[src/rtl/mul_seq_ctl_pkg.sv]
// Shared definitions for the EX-stage multiply sequencer.
//   F_MULTU / F_MADDU : funct codes decoded upstream into start/op_maddu
//   ALU_MUL           : ALU op that selects the multiply unit
//   state_t           : sequencer state encoding (2 bits)
`timescale 1ns/1ps
package mul_seq_ctl_pkg;

    localparam logic [5:0] F_MULTU = 6'd25;
    localparam logic [5:0] F_MADDU = 6'd1;
    localparam logic [2:0] ALU_MUL = 3'b101;

    typedef enum logic [1:0] {
        S_IDLE   = 2'd0,
        S_RUN    = 2'd1,
        S_ACC    = 2'd2,
        S_COMMIT = 2'd3
    } state_t;

endpackage

[src/rtl/mul_seq_ctl_dp.sv]
// Shift-add datapath for the multiply sequencer.
// Holds the multiplicand M and the 2*WIDTH+1 bit partial-product register
// P = {carry, upper, lower}. One iteration per 'step'.
//   clk, rst_n : clock, asynchronous active-low reset
//   load       : capture M = op_a, P = {0, 0, op_b}
//   step       : one shift-add iteration
//   op_a, op_b : operands (only sampled on load)
//   prod       : P[2*WIDTH-1:0], the full product after WIDTH steps
`timescale 1ns/1ps
module mul_shift_add_dp #(
    parameter int WIDTH = 32
) (
    input  logic               clk,
    input  logic               rst_n,
    input  logic               load,
    input  logic               step,
    input  logic [WIDTH-1:0]   op_a,
    input  logic [WIDTH-1:0]   op_b,
    output logic [2*WIDTH-1:0] prod
);

    logic [WIDTH-1:0]   m_reg;
    logic [2*WIDTH:0]   p_reg;
    logic [2*WIDTH:0]   p_next;
    logic [WIDTH-1:0]   addend;
    logic [WIDTH:0]     upper_sum;
    logic [2*WIDTH:0]   pre_shift;

    // Multiplicand is added only when the current low bit of P is set.
    // P[2W] is always zero between iterations (it was shifted out), so
    // folding it into the add is harmless and keeps every bit of P live.
    assign addend    = m_reg & {WIDTH{p_reg[0]}};
    assign upper_sum = {p_reg[2*WIDTH], p_reg[2*WIDTH-1:WIDTH]} + {1'b0, addend};
    assign pre_shift = {upper_sum, p_reg[WIDTH-1:0]};

    // Logical shift right by one: bit gi takes bit gi+1, MSB fills with 0.
    genvar gi;
    generate
        for (gi = 0; gi < 2*WIDTH; gi++) begin : g_shift
            assign p_next[gi] = pre_shift[gi+1];
        end
    endgenerate
    assign p_next[2*WIDTH] = 1'b0;

    always_ff @(posedge clk or negedge rst_n) begin
        if (!rst_n) begin
            m_reg <= '0;
            p_reg <= '0;
        end else if (load) begin
            m_reg <= op_a;
            p_reg <= {1'b0, {WIDTH{1'b0}}, op_b};
        end else if (step) begin
            p_reg <= p_next;
        end
    end

    assign prod = p_reg[2*WIDTH-1:0];

endmodule

[src/rtl/mul_seq_ctl.sv]
// Multi-cycle MULTU/MADDU sequencer with architectural HI/LO registers.
// Accepts an op in IDLE, runs WIDTH shift-add iterations, optionally
// accumulates into HI:LO, then commits HI:LO atomically.
//   clk, rst_n : clock, asynchronous active-low reset
//   start      : MULTU/MADDU in EX this cycle
//   op_maddu   : 1 = accumulate into HI:LO, 0 = plain multiply
//   op_a, op_b : unsigned operands, sampled only on the accepting edge
//   rd_req     : MFHI/MFLO in EX this cycle
//   busy       : op in flight (state not IDLE)
//   stall      : freeze front end while busy and a start/read is waiting
//   done       : high for the COMMIT cycle; HI/LO change at its closing edge
//   hi, lo     : architectural HI/LO
`timescale 1ns/1ps
module mul_seq_ctl
    import mul_seq_ctl_pkg::*;
#(
    parameter int WIDTH = 32,
    parameter int CNT_W = 6
) (
    input  logic             clk,
    input  logic             rst_n,
    input  logic             start,
    input  logic             op_maddu,
    input  logic [WIDTH-1:0] op_a,
    input  logic [WIDTH-1:0] op_b,
    input  logic             rd_req,
    output logic             busy,
    output logic             stall,
    output logic             done,
    output logic [WIDTH-1:0] hi,
    output logic [WIDTH-1:0] lo
);

    localparam logic [CNT_W-1:0] LAST_CNT = CNT_W'(WIDTH - 1);

    state_t             state_reg, state_next;
    logic [CNT_W-1:0]   cnt_reg, cnt_next;
    logic               mode_reg, mode_next;
    logic [2*WIDTH-1:0] hilo_reg;
    logic [2*WIDTH-1:0] res_reg;
    logic [2*WIDTH-1:0] prod;
    logic               dp_load;
    logic               dp_step;

    mul_shift_add_dp #(
        .WIDTH (WIDTH)
    ) u_dp (
        .clk   (clk),
        .rst_n (rst_n),
        .load  (dp_load),
        .step  (dp_step),
        .op_a  (op_a),
        .op_b  (op_b),
        .prod  (prod)
    );

    always_ff @(posedge clk or negedge rst_n) begin
        if (!rst_n) begin
            state_reg <= S_IDLE;
            cnt_reg   <= '0;
            mode_reg  <= 1'b0;
        end else begin
            state_reg <= state_next;
            cnt_reg   <= cnt_next;
            mode_reg  <= mode_next;
        end
    end

    always_comb begin
        state_next = state_reg;
        cnt_next   = cnt_reg;
        mode_next  = mode_reg;
        dp_load    = 1'b0;
        dp_step    = 1'b0;
        case (state_reg)
            S_IDLE: begin
                if (start) begin
                    dp_load    = 1'b1;
                    cnt_next   = '0;
                    mode_next  = op_maddu;
                    state_next = S_RUN;
                end
            end
            S_RUN: begin
                dp_step  = 1'b1;
                cnt_next = cnt_reg + 1'b1;
                if (cnt_reg == LAST_CNT) begin
                    state_next = mode_reg ? S_ACC : S_COMMIT;
                end
            end
            S_ACC: begin
                state_next = S_COMMIT;
            end
            S_COMMIT: begin
                state_next = S_IDLE;
            end
            default: begin
                state_next = S_IDLE;
            end
        endcase
    end

    // The accumulate sum is registered in ACC so the wide add does not sit
    // in series with the HI/LO write; carry out of bit 2W-1 is discarded.
    always_ff @(posedge clk or negedge rst_n) begin
        if (!rst_n) begin
            res_reg <= '0;
        end else if (state_reg == S_ACC) begin
            res_reg <= hilo_reg + prod;
        end
    end

    // HI/LO change only here, as a single 2W-bit write.
    always_ff @(posedge clk or negedge rst_n) begin
        if (!rst_n) begin
            hilo_reg <= '0;
        end else if (state_reg == S_COMMIT) begin
            hilo_reg <= mode_reg ? res_reg : prod;
        end
    end

    assign busy  = (state_reg != S_IDLE);
    assign done  = (state_reg == S_COMMIT);
    // The launching start is consumed in IDLE (busy still 0), so it never
    // stalls itself; only a following start or read stalls.
    assign stall = busy & (start | rd_req);
    assign hi    = hilo_reg[2*WIDTH-1:WIDTH];
    assign lo    = hilo_reg[WIDTH-1:0];

endmodule

[config.mk]
export PLATFORM = sky130hd
export DESIGN_NAME = mul_seq_ctl
export DESIGN_NICKNAME = d
export VERILOG_FILES = /design/src/rtl/mul_seq_ctl_pkg.sv /design/src/rtl/mul_seq_ctl_dp.sv /design/src/rtl/mul_seq_ctl.sv
export SDC_FILE = /design/constraint.sdc
export NUM_CORES = 1
export LEC_CHECK = 0
export CORE_MARGIN = 5
export CORE_UTILIZATION = 45
export CTS_CLUSTER_SIZE = 8
export DETAILED_ROUTE_END_ITERATION = 16
export PLACE_DENSITY = 0.61
export SLEW_MARGIN = 30
export SYNTH_ARGS = -nofsm -noshare
export SYNTH_HDL_FRONTEND = slang
export SYNTH_HIERARCHICAL = 1
export SYNTH_SLANG_ARGS = --single-unit
[constraint.sdc]
create_clock -name clk -period 4 [get_ports clk]
set_clock_uncertainty 0.05 [all_clocks]
set_input_delay 0.4 -clock clk [delete_from_list [all_inputs] [get_ports clk]]
set_output_delay 0.4 -clock clk [all_outputs]
set_load 0.01 [all_outputs]
Word-level counts from Yosys, hierarchy flattened
Index checks and enable logic that the tools add are counted.
{"block": "op_classes", "n_addsub": 3, "n_mul": 0, "div": 0, "n_lt_le_gt_ge": 0, "n_eq_ne": 6, "shifts": 0, "n_mux": 12, "bitwise": 3, "n_reduce_logical": 7}
{"cell": "2-to-1 mux 65 bit", "count": 2}
{"cell": "adder 64 bit", "count": 1}
{"cell": "2-to-1 mux 64 bit", "count": 1}
{"cell": "adder 33 x 32 -> 33 bit", "count": 1}
{"cell": "AND 32 bit", "count": 1}
{"cell": "one-hot mux 6 bit (2 select lines)", "count": 1}
{"cell": "one-hot mux 2 bit (4 select lines)", "count": 1}
{"cell": "adder 6 x 1 -> 6 bit (second input constant)", "count": 1}
{"cell": "== test 6 x 5 -> 1 bit (second input constant)", "count": 1}
{"cell": "2-to-1 mux 6 bit", "count": 1}
{"cell": "AND reduction 2 bit", "count": 3}
{"cell": "nonzero test 2 bit", "count": 3}
{"cell": "== test 2 bit (second input constant)", "count": 2}
{"cell": "2-to-1 mux 1 bit", "count": 4}
{"cell": "2-to-1 mux 2 bit", "count": 2}
{"cell": "inequality test 2 bit (second input constant)", "count": 2}
{"cell": "== test 2 x 1 -> 1 bit (second input constant)", "count": 1}
{"cell": "logical NOT 2 bit", "count": 1}
{"cell": "AND 1 bit", "count": 1}
{"cell": "bitwise OR 1 bit", "count": 1}
{"block": "word_totals", "regBits": 234, "latchBits": 0, "mem_bits_rw": 0, "romBits": 0, "output_inout_bits": 67, "word_cells": 38, "memories": 0}

Logic depth before layout (Yosys ltp)
Gate-level depths: netlist (run 1).
{"block": "logic_depth", "depth_word": 4, "mapped_depth": 11, "ltp_nobuf": 11}

Modules after synthesis
The synthesis (run 1) kept the hierarchy.
{"mod": "mul_seq_ctl", "n_inst": 1, "cells_each": 1090, "area_each_um2": 9830.7}
{"mod": "mul_shift_add_dp", "n_inst": 1, "cells_each": 615, "area_each_um2": 5920.7}

Worst setup path before layout (run 1)
Ideal clock, no wire load.
{"block": "synth_timing", "path_type": "register to register", "start": "reg hilo_reg[22]", "end": "reg res_reg[49]", "setup_ps": 126, "arrival_time_ps": 2762, "required_ps": 3824, "setup_slack_ps": 1061, "path_stages_with_launch": 10, "path_buffers": 0, "path_cell_list": "dfrtp_1 > ha_1 > a2111oi_4 > a21oi_1 > or3_4 > o211a_4 > o311a_1 > o21bai_2 > a211oi_1 > a311o_1"}
{"block": "synth_between", "elab_chain_cells": 1}
{"item": "start, declared", "line": "mul_seq_ctl.sv:39", "source": "logic [2*WIDTH-1:0] hilo_reg;"}
{"item": "start signal, assigned", "line": "mul_seq_ctl.sv:118", "source": "hilo_reg <= mode_reg ? res_reg : prod;"}
{"item": "adder 64 bit", "line": "mul_seq_ctl.sv:109", "source": "res_reg <= hilo_reg + prod;"}
{"item": "end signal, assigned", "line": "mul_seq_ctl.sv:109"}
{"item": "end, declared", "line": "mul_seq_ctl.sv:40", "source": "logic [2*WIDTH-1:0] res_reg;"}
Every way passes these cells.
A chain may end at the register's enable or synchronous reset.

Final worst setup path (run 1)
{"block": "layout_timing", "start": "reg u_dp.p_reg[0]", "end": "reg u_dp.p_reg[61]"}
{"block": "layout_between", "elab_chain_cells": 4}
{"item": "start, declared", "line": "mul_seq_ctl_dp.sv:23", "source": "logic [2*WIDTH:0] p_reg;"}
{"item": "start signal, assigned", "line": "mul_seq_ctl_dp.sv:51", "source": "p_reg <= {1'b0, {WIDTH{1'b0}}, op_b};"}
{"item": "start signal, assigned", "line": "mul_seq_ctl_dp.sv:53", "source": "p_reg <= p_next;"}
{"item": "AND 32 bit", "line": "mul_seq_ctl_dp.sv:32", "source": "assign addend = m_reg & {WIDTH{p_reg[0]}};"}
{"item": "adder 33 x 32 -> 33 bit", "line": "mul_seq_ctl_dp.sv:33", "source": "assign upper_sum = {p_reg[2*WIDTH], p_reg[2*WIDTH-1:WIDTH]} + {1'b0, addend};"}
{"item": "2-to-1 mux 65 bit", "line": "mul_seq_ctl_dp.sv:52", "source": "end else if (step) begin"}
{"item": "2-to-1 mux 65 bit", "line": "mul_seq_ctl_dp.sv:49", "source": "end else if (load) begin"}
Every way passes these cells. The select of a mux whose other input is x is not followed.

==> results of run 1 <==
## critical path, stage by stage (launching register included)
cell	delay (ns)
dfrtp_1	0.40
buf_4	0.28
nand2_1	0.14
fa_1	0.44
nor2b_1	0.17
o2111ai_1	0.19
a21oi_1	0.34
o2111ai_1	0.25
a2111oi_0	0.62
mux2i_1	0.25
o311ai_0	0.15
## report_power, final
part           switching (uW)  internal, uW  total (uW)
clock network            1040          1600        2640
logic                    6380          4930       11300
registers                1130          3570        4700
total                    8550         10100       18700
## stage by stage
step                cell area, sq um  hold WS [ns]
floorplan                      15800        0.0544
global placement               17400         0.415
detailed placement             17400         0.417
CTS                            18300         0.379
global route                   18300         0.407
finish                         18300         0.397
## routing by layer
layer / share of wire / global-route usage
met2: 0.45 / 0.347
met1: 0.48 / 0.319
met3: 0.045 / 0.0287
met5: 0 / 0
met4: 0.024 / 0.0575
## layout make-up
cell class | count | area [sq um] | share of cell area
Sequential cell | 233 | 5830 | 0.318
Multi-Input combinational cell | 1333 | 9310 | 0.508
Tap cell | 455 | 569 | 0.0310
Clock inverter | 3 | 30.0 | 0.00164
Timing Repair Buffer | 155 | 1530 | 0.0831
Clock buffer | 41 | 920 | 0.0501
Inverter | 40 | 153 | 0.00832
## cells in the final DEF, fill, tap and decap left out, types with 12 or more instances in the layout
master	instances
nand4_1	42
and2_1	33
clkdlybuf4s50_1	134
buf_4	17
dfrtp_1	232
mux2_2	75
a21o_1	41
ha_1	97
nand2b_1	15
a21oi_1	190
xor2_1	28
o21a_1	16
nor3_1	18
mux2i_1	110
o211ai_1	12
xnor2_1	38
nand2_1	143
o21ai_0	111
clkbuf_16	36
nand3_1	27
o21bai_1	15
nor2_1	144
inv_1	39
## repair_timing
| item | 4_1_cts | 5_1_grt |
|---|---|---|
| hold endpoints to repair | 102 | 0 |
| hold buffers | 1 | 0 |
| setup endpoints to repair | 0 | 0 |
## worst paths after layout
path / end
setup reg to reg: u_dp/p_reg[61]
setup / recovery: u_dp/p_reg[61]
hold reg to reg: res_reg[19]
min in group asynchronous: hilo_reg[17]
hold / removal: u_dp/p_reg[12]
max in group asynchronous: u_dp/p_reg[52]
## kinds of logic (layout without fill, tap and decap cells)
family          Yosys count  count (layout)
compound gates          499             499
simple gates            481             481
flops                   233             233
mux                     185             185
buf+inv                 139             239
fa+ha+maj               102             102
xor+xnor                 66              66
==> metrics.txt, run 1 <==
Synth Area in Compound Gates=0.201; Synth Area in Simple Gates=0.146; Starting Density=0.456; Post-Route WL=around 43000 microns; RSZ-0062 raised after global routing=no; post_cts resized=0; fill count=between 3000 and 4000; number of synthesized flops with an enable pin=0; adder-cell share of the synthesized area=0.0820; worst-path fanout max=31; Synth Area in XOR/XNOR=0.0367; fin crit period=3.46 ns; Yosys reg bits=between 200 and 250; cts bufs inserted=35; pwr dens=slightly above 1000 nW/um^2; GRT overflow=0; dpl hpwl=~32000 microns; Antenna Nets Post-Route=0; Total GRT Usage=0.219; area grow syn2layout=16.5%; DP Worst Slack=0.561 ns; Final Total Pwr=between 15000 and 20000 uW; VDD IR max=0.465 mV; mapped cell area=between 15000 and 20000 sq um; leakage power=between 0.008 and 0.009 uW; worst hold start=op_b[12]; mux cell area share after synthesis=0.124; vias per inst=a little under 6; Hold Path Class=in -> reg; hold path depth=3; layout cell share with drive strength beyond 1=0.0970; Synth area leaders=dfrtp_1, ha_1, mux2i_1, a21oi_1, mux2_2; ys async rst share=1.00; total core area=~35000 sq um; part of the cycle the worst path needs=0.864; clock latency at the later pin of the worst-skew pair=0.52 ns; kind of critical path=reg -> reg; Mapped Cells=roughly 1700; max_cap viols=0; pin count of the biggest net entering global routing=approximately 110; Iteration-0 DRC Markers=729; count leader, synth=dfrtp_1; dpl cells=around 2200; DRC Markers=0; Worst setup EP type=flip-flop; synthesized area per cell=9.24 sq um; Crit path arrival time=around 3.8 ns; Sink Count=~230; n_diodes=0; status=finished, final reports clean; list of most frequent post-synthesis cells=dfrtp_1, a21oi_1, nor2_1, nand2_1, o21ai_0; RePlAce Congestion=slightly below 0.9; R2R Setup Slk=0.54 ns; Slew Limit Fails=0; Achievable Freq=approximately 290 MHz; Row Count=68; IO Port Bufs=around 140; Syn Nets=about 1900; Setup Buffers After CTS=0; Die Height=197 microns; setup TNS=0 ns; final setup margin=roughly 0.54 ns; Synth area leader=dfrtp_1; actual slew at the worst max-slew pin=approximately 0.88 ns; mean routed wirelength per cell=roughly 19 microns; CTS clk-pin slew, worst paths=roughly 0.05 ns; sequential area share after synthesis=0.370; Clock Path Buffers=3; final net count=roughly 2000; Main synth FF type=dfrtp_1; drt pass-1 iters=5; largest family of logic cells by synthesized area=compound AO/OA/AOI/OAI gates; final-report hold violation count=0; Final setup viols=0; Worst Setup SP=u_dp/p_reg[0]; Die ar.=a little under 40000 sq um; H-tree levels=2; number of global-route vias before repair=13000; YS warnings=6; Critical Path Source Type=flip-flop; Netlist cell types=between 80 and 90; Slew headroom=0.411; r2r startpoint=u_dp/p_reg[0]; I/O pin cnt=between 100 and 150; initial antenna violation count=0; first-pass GRT wire length=between 70000 and 80000 microns; Die Wd=a little under 200 microns; root buf cell=clkbuf_16; worst r2r path cells=10; CTS tree=done; Final Non-Filler Cells=approximately 2300; Required @ worst endpoint=approximately 4.3 ns; routed vias=~13000; final core utilization=0.531; share of the synthesized area in the top cell type=0.370
Note: power is estimated with default switching activity, not from simulation.
==> run 2: changes to the inputs <==
- RECOVER_POWER: not set -> 50
==> metrics.txt, run 2 (synthesis results as in run 1) <==
Final setup viols=0; failing checks=max-capacitance violations, max-slew violations; clock latency at the later pin of the worst-skew pair=about 0.52 ns; final-report hold violation count=0; Slew Limit Fails=117; I/O pin cnt=around 140; fill count=3228; Hold Path Class=in -> reg; Antenna Nets Post-Route=0; VDD IR max=around 0.46 mV; worst-path fanout max=31; top sig layer=met4; drt pass-1 iters=5; Worst Setup SP=u_dp/p_reg[0]; Die ar.=a little under 40000 sq um; r2r startpoint=u_dp/p_reg[0]; post_cts resized=0; met2 wire length=a little under 20000 microns; vias per inst=a little under 6; Clock Path Buffers=3; status=complete, but fails checks; WL met3=roughly 2000 microns; actual slew at the worst max-slew pin=approximately 1.9 ns; dpl hpwl=31500 microns; total core area=34500 sq um; n_diodes=0; pwr dens=1020 nW/um^2; Required @ worst endpoint=about 4.3 ns; initial antenna violation count=0; mean routed wirelength per cell=18.9 microns; RePlAce Congestion=0.893; max_cap viols=3; most frequent cells in the layout=dfrtp_1, a21oi_1, nor2_1, nand2_1, clkdlybuf4s50_1; Total GRT Usage=0.219; CP endpoint=u_dp/p_reg[61]; layout cell share with drive strength beyond 1=0.0936; fin crit period=around 3.5 ns; Iteration-0 DRC Markers=roughly 760; GRT overflow=0; setup TNS=0 ns; most common cell after layout, fill and taps aside=dfrtp_1; Die Wd=a little under 200 microns; root buf cell=clkbuf_16; Achievable Freq=286 MHz; R2R Setup Slk=roughly 0.50 ns; CTS tree=done; Final Total Pwr=18700 uW; pin count of the biggest net entering global routing=around 110; metal1 wirelength=a little over 20000 microns; RR Endpoint=u_dp/p_reg[61]; Sink Count=233; worst hold start=op_b[12]; Starting Density=0.456; leakage power=0.00805 uW; cts bufs inserted=35; area grow syn2layout=16.2%; H-tree levels=2; number of global-route vias before repair=between 10000 and 15000; Crit path arrival time=around 3.8 ns; RSZ-0062 raised after global routing=no; first-pass GRT wire length=around 70000 microns; Slew headroom=-0.243; Worst setup EP type=flip-flop; Row Count=68; IO Port Bufs=about 140; Die Height=197 microns; CTS clk-pin slew, worst paths=roughly 0.050 ns; routed vias=between 10000 and 15000; final net count=roughly 2000; Post-Route WL=42800 microns; kind of critical path=reg -> reg; Critical Path Source Type=flip-flop; worst r2r path cells=10; DRC Markers=0; part of the cycle the worst path needs=0.876
-- run 2: cell count changes in the layout (fill, tap and decap cells not counted) --
cell             delta
buf_4               -5
clkbuf_1            +5
clkdlybuf4s50_1     -4
dlygate4sd3_1       +4
buf_12              -1
clkbuf_2            +1
dfrtp_1             +1
dfrtp_4             -1
-- run 2: critical path: stages, from the launching register on --
cell,delay (ns)
dfrtp_1,0.40
buf_4,0.28
nand2_1,0.14
fa_1,0.45
nor2b_1,0.17
o2111ai_1,0.19
a21oi_1,0.35
o2111ai_1,0.25
a2111oi_0,0.62
mux2i_1,0.26
o311ai_0,0.17
-- run 2: cell type report --
type	count	area, sq um	share of cell area
multi-input combinational	1333	9310	0.509
timing repair buffer	155	1490	0.0815
inverter	40	153	0.00834
sequential	233	5830	0.318
tap	455	569	0.0311
clock buffer	41	920	0.0502
clock inverter	3	30.0	0.00164
-- run 2: per-layer routing --
metal  vias to the layer above  track usage
met5                         -            0
met4                         0       0.0575
met1                      6260        0.319
li1                       6402            -
met3                        68       0.0287
met2                       298        0.347
-- run 2: report_power, final --
group	switching, uW	leakage [uW]	internal [uW]
clock network	1030	0.000465	1600
registers	1120	0.00279	3570
logic	6400	0.00480	4950
total	8550	0.00805	10100
-- run 2: worst min-delay path by stage --
| stage | endpoint | slack, ns | cells past startpoint |
|---|---|---|---|
| after floorplan | cnt_reg[0] | 0.05 | 0 |
| after global placement | res_reg[19] | 0.42 | 2 |
| after detailed placement | res_reg[19] | 0.42 | 2 |
| after CTS | u_dp/p_reg[13] | 0.38 | 3 |
| after global routing | u_dp/p_reg[11] | 0.41 | 3 |
| final | u_dp/p_reg[12] | 0.40 | 3 |
-- run 2: repair_timing --
| item | CTS | global route |
|---|---|---|
| hold endpoints to repair | 102 | 0 |
| hold buffers | 1 | 0 |
| buffers inserted | 0 | 0 |
-- run 2: stage by stage --
stage	hold WS, ns	area [sq um]	setup WS, ns	std cells	util
3_3_place_gp	0.415	17400	0.681	2215	0.503
2_1_floorplan	0.0544	15800	1.06	1705	-
5_1_grt	0.407	18300	0.306	2260	0.530
3_5_place_dp	0.417	17400	0.561	2215	0.503
4_1_cts	0.379	18300	0.517	2260	0.531
6_report	0.397	18300	0.498	2260	0.530
==> run 3: changes to the inputs <==
- CTS_CLUSTER_DIAMETER: not set -> 80
- SETUP_SLACK_MARGIN: not set -> 0.4
==> metrics.txt, run 3 (synthesis results as in run 1) <==
Achievable Freq=294 MHz; CTS clk-pin slew, worst paths=0.05 ns; Slew headroom=-0.252; CP max stage delay=around 0.50 ns; IO Port Bufs=approximately 140; max_cap viols=3; most common cell after layout, fill and taps aside=dfrtp_1; final-report hold violation count=0; status=complete, but fails checks; Reg power frac=0.251; Starting Density=0.456; CTS tree=done; number of global-route vias before repair=13000; Sink Count=about 230; pin count of the biggest net entering global routing=107; routed vias=13000; Hold Path Class=in -> reg; Die ar.=about 40000 sq um; mean routed wirelength per cell=~19 microns; delay-heaviest family, CP=compound AO/OA/AOI/OAI gates; fill count=between 3000 and 4000; total core area=34500 sq um; cts bufs inserted=35; dpl hpwl=between 30000 and 40000 microns; Final Non-Filler Cells=about 2300; layout cell share with drive strength beyond 1=0.0938; H-tree levels=2; Crit path buffers/inverters=0; part of the cycle the worst path needs=0.852; Int Power=approximately 10000 uW; GRT overflow=0; drt pass-1 iters=5; Net Sw Power=8580 uW; Worst setup EP type=flip-flop; Slowest-stage cell, CP=o21ai_1; area grow syn2layout=16.2%; vias per inst=5.77; RSZ-0062 raised after global routing=yes; first-pass GRT wire length=around 70000 microns; hold path depth=3; most frequent cells in the layout=dfrtp_1, a21oi_1, nor2_1, nand2_1, clkdlybuf4s50_1; clock latency at the later pin of the worst-skew pair=approximately 0.53 ns; Antenna Nets Post-Route=0; Post-Route WL=about 43000 microns; pwr dens=between 1000 and 1500 nW/um^2; root buf cell=clkbuf_16; Crit path depth=11; Final Total Pwr=18700 uW; n_diodes=0; Die Wd=roughly 200 microns; leakage power=roughly 0.008 uW; Total GRT Usage=0.218; fin crit period=between 3 and 4 ns; worst-path fanout max=5; most frequent CP cell=a21oi_1; dpl cells=2215; worst r2r path cells=11; Clock Path Buffers=3; Slew Limit Fails=approximately 120; Net Sw Frac=0.460; Row Count=68; setup TNS=0 ns; Critical Path Source Type=flip-flop; Required @ worst endpoint=between 4 and 5 ns; Die Height=197 microns; Setup Buffers After CTS=0; final net count=approximately 2000; initial antenna violation count=0; critical-path cell list=ha_1 -> fa_1 -> a21oi_1 -> o211ai_1 -> nand4_1 -> a21oi_1 -> o21ai_1 -> o31ai_1 -> a211oi_1 -> xnor2_1 -> mux2_2; RePlAce Congestion=about 0.89; Crit path arrival time=3.75 ns; VDD IR max=~0.47 mV; Clock Power Share=0.141; actual slew at the worst max-slew pin=approximately 1.9 ns; I/O pin cnt=136; Final setup viols=0; final hold slack=slightly below 0.4 ns; failing checks=max-capacitance violations, max-slew violations; DRC Markers=0; kind of critical path=reg -> reg; Iteration-0 DRC Markers=between 800 and 900; combinational share of power=0.608
==> run 3: cell type report <==
type,instances,area [sq um],share of cell area
Tap cell,455,569,0.0311
Clock inverter,4,61.3,0.00335
Sequential cell,233,5830,0.318
Multi-Input combinational cell,1333,9320,0.509
Clock buffer,37,883,0.0482
Inverter,40,153,0.00834
Timing Repair Buffer,155,1490,0.0815
==> run 3: per-stage QoR <==
step           setup slack (ns)   util  area (sq um)
2_1_floorplan              1.06      -         15800
3_3_place_gp              0.681  0.503         17400
3_5_place_dp              0.561  0.503         17400
4_1_cts                   0.509  0.531         18300
5_1_grt                   0.370  0.530         18300
6_report                  0.593  0.530         18300
==> run 3: power groups by stage <==
| stage | Sequential (uW) | Combinational [uW] | Clock (uW) |
|---|---|---|---|
| final | 4690 | 11300 | 2630 |
| after global routing | 4860 | 12600 | 2790 |
| after CTS | 4700 | 11300 | 2710 |
| after detailed placement | 4730 | 11200 | 0 |
| after global placement | 4690 | 11200 | 0 |
| after floorplan | 4400 | 8380 | 0 |
==> run 3: timing repair <==
item                                    4_1_cts  5_1_grt
hold buffers                                  1        0
hold endpoints to repair                    102        0
resized for setup                             0        2
endpoints found under the setup margin        0        3
==> run 3: worst paths after layout <==
kind,startpoint,end,slack (ns)
worst max-delay path,u_dp/p_reg[0],res_reg[48],0.59
worst min-delay path,op_b[8],u_dp/p_reg[8],0.39
worst max register to register,u_dp/p_reg[0],res_reg[48],0.59
worst min register to register,res_reg[19],res_reg[19],0.42
max in group asynchronous,rst_n,u_dp/p_reg[53],1.16
min in group asynchronous,rst_n,hilo_reg[16],0.47
==> run 3: worst register-to-register path: cells and delay by family, from the launching register on <==
kind	cells	cell delay, ns
XOR/XNOR	1	0.09
adder cells (fa/ha/maj)	2	0.65
flip-flops	1	0.42
AO/OA/AOI/OAI	6	1.61
multiplexers	1	0.27
AND/OR/NAND/NOR	1	0.19
==> run 3: layer usage <==
metal  track usage  wire length [microns]  vias up
li1              -                      -     6398
met1         0.322                  20900     6248
met2         0.343                  19100      300
met3        0.0276                   1710       71
met4        0.0544                    983        0
met5             0                      0        -
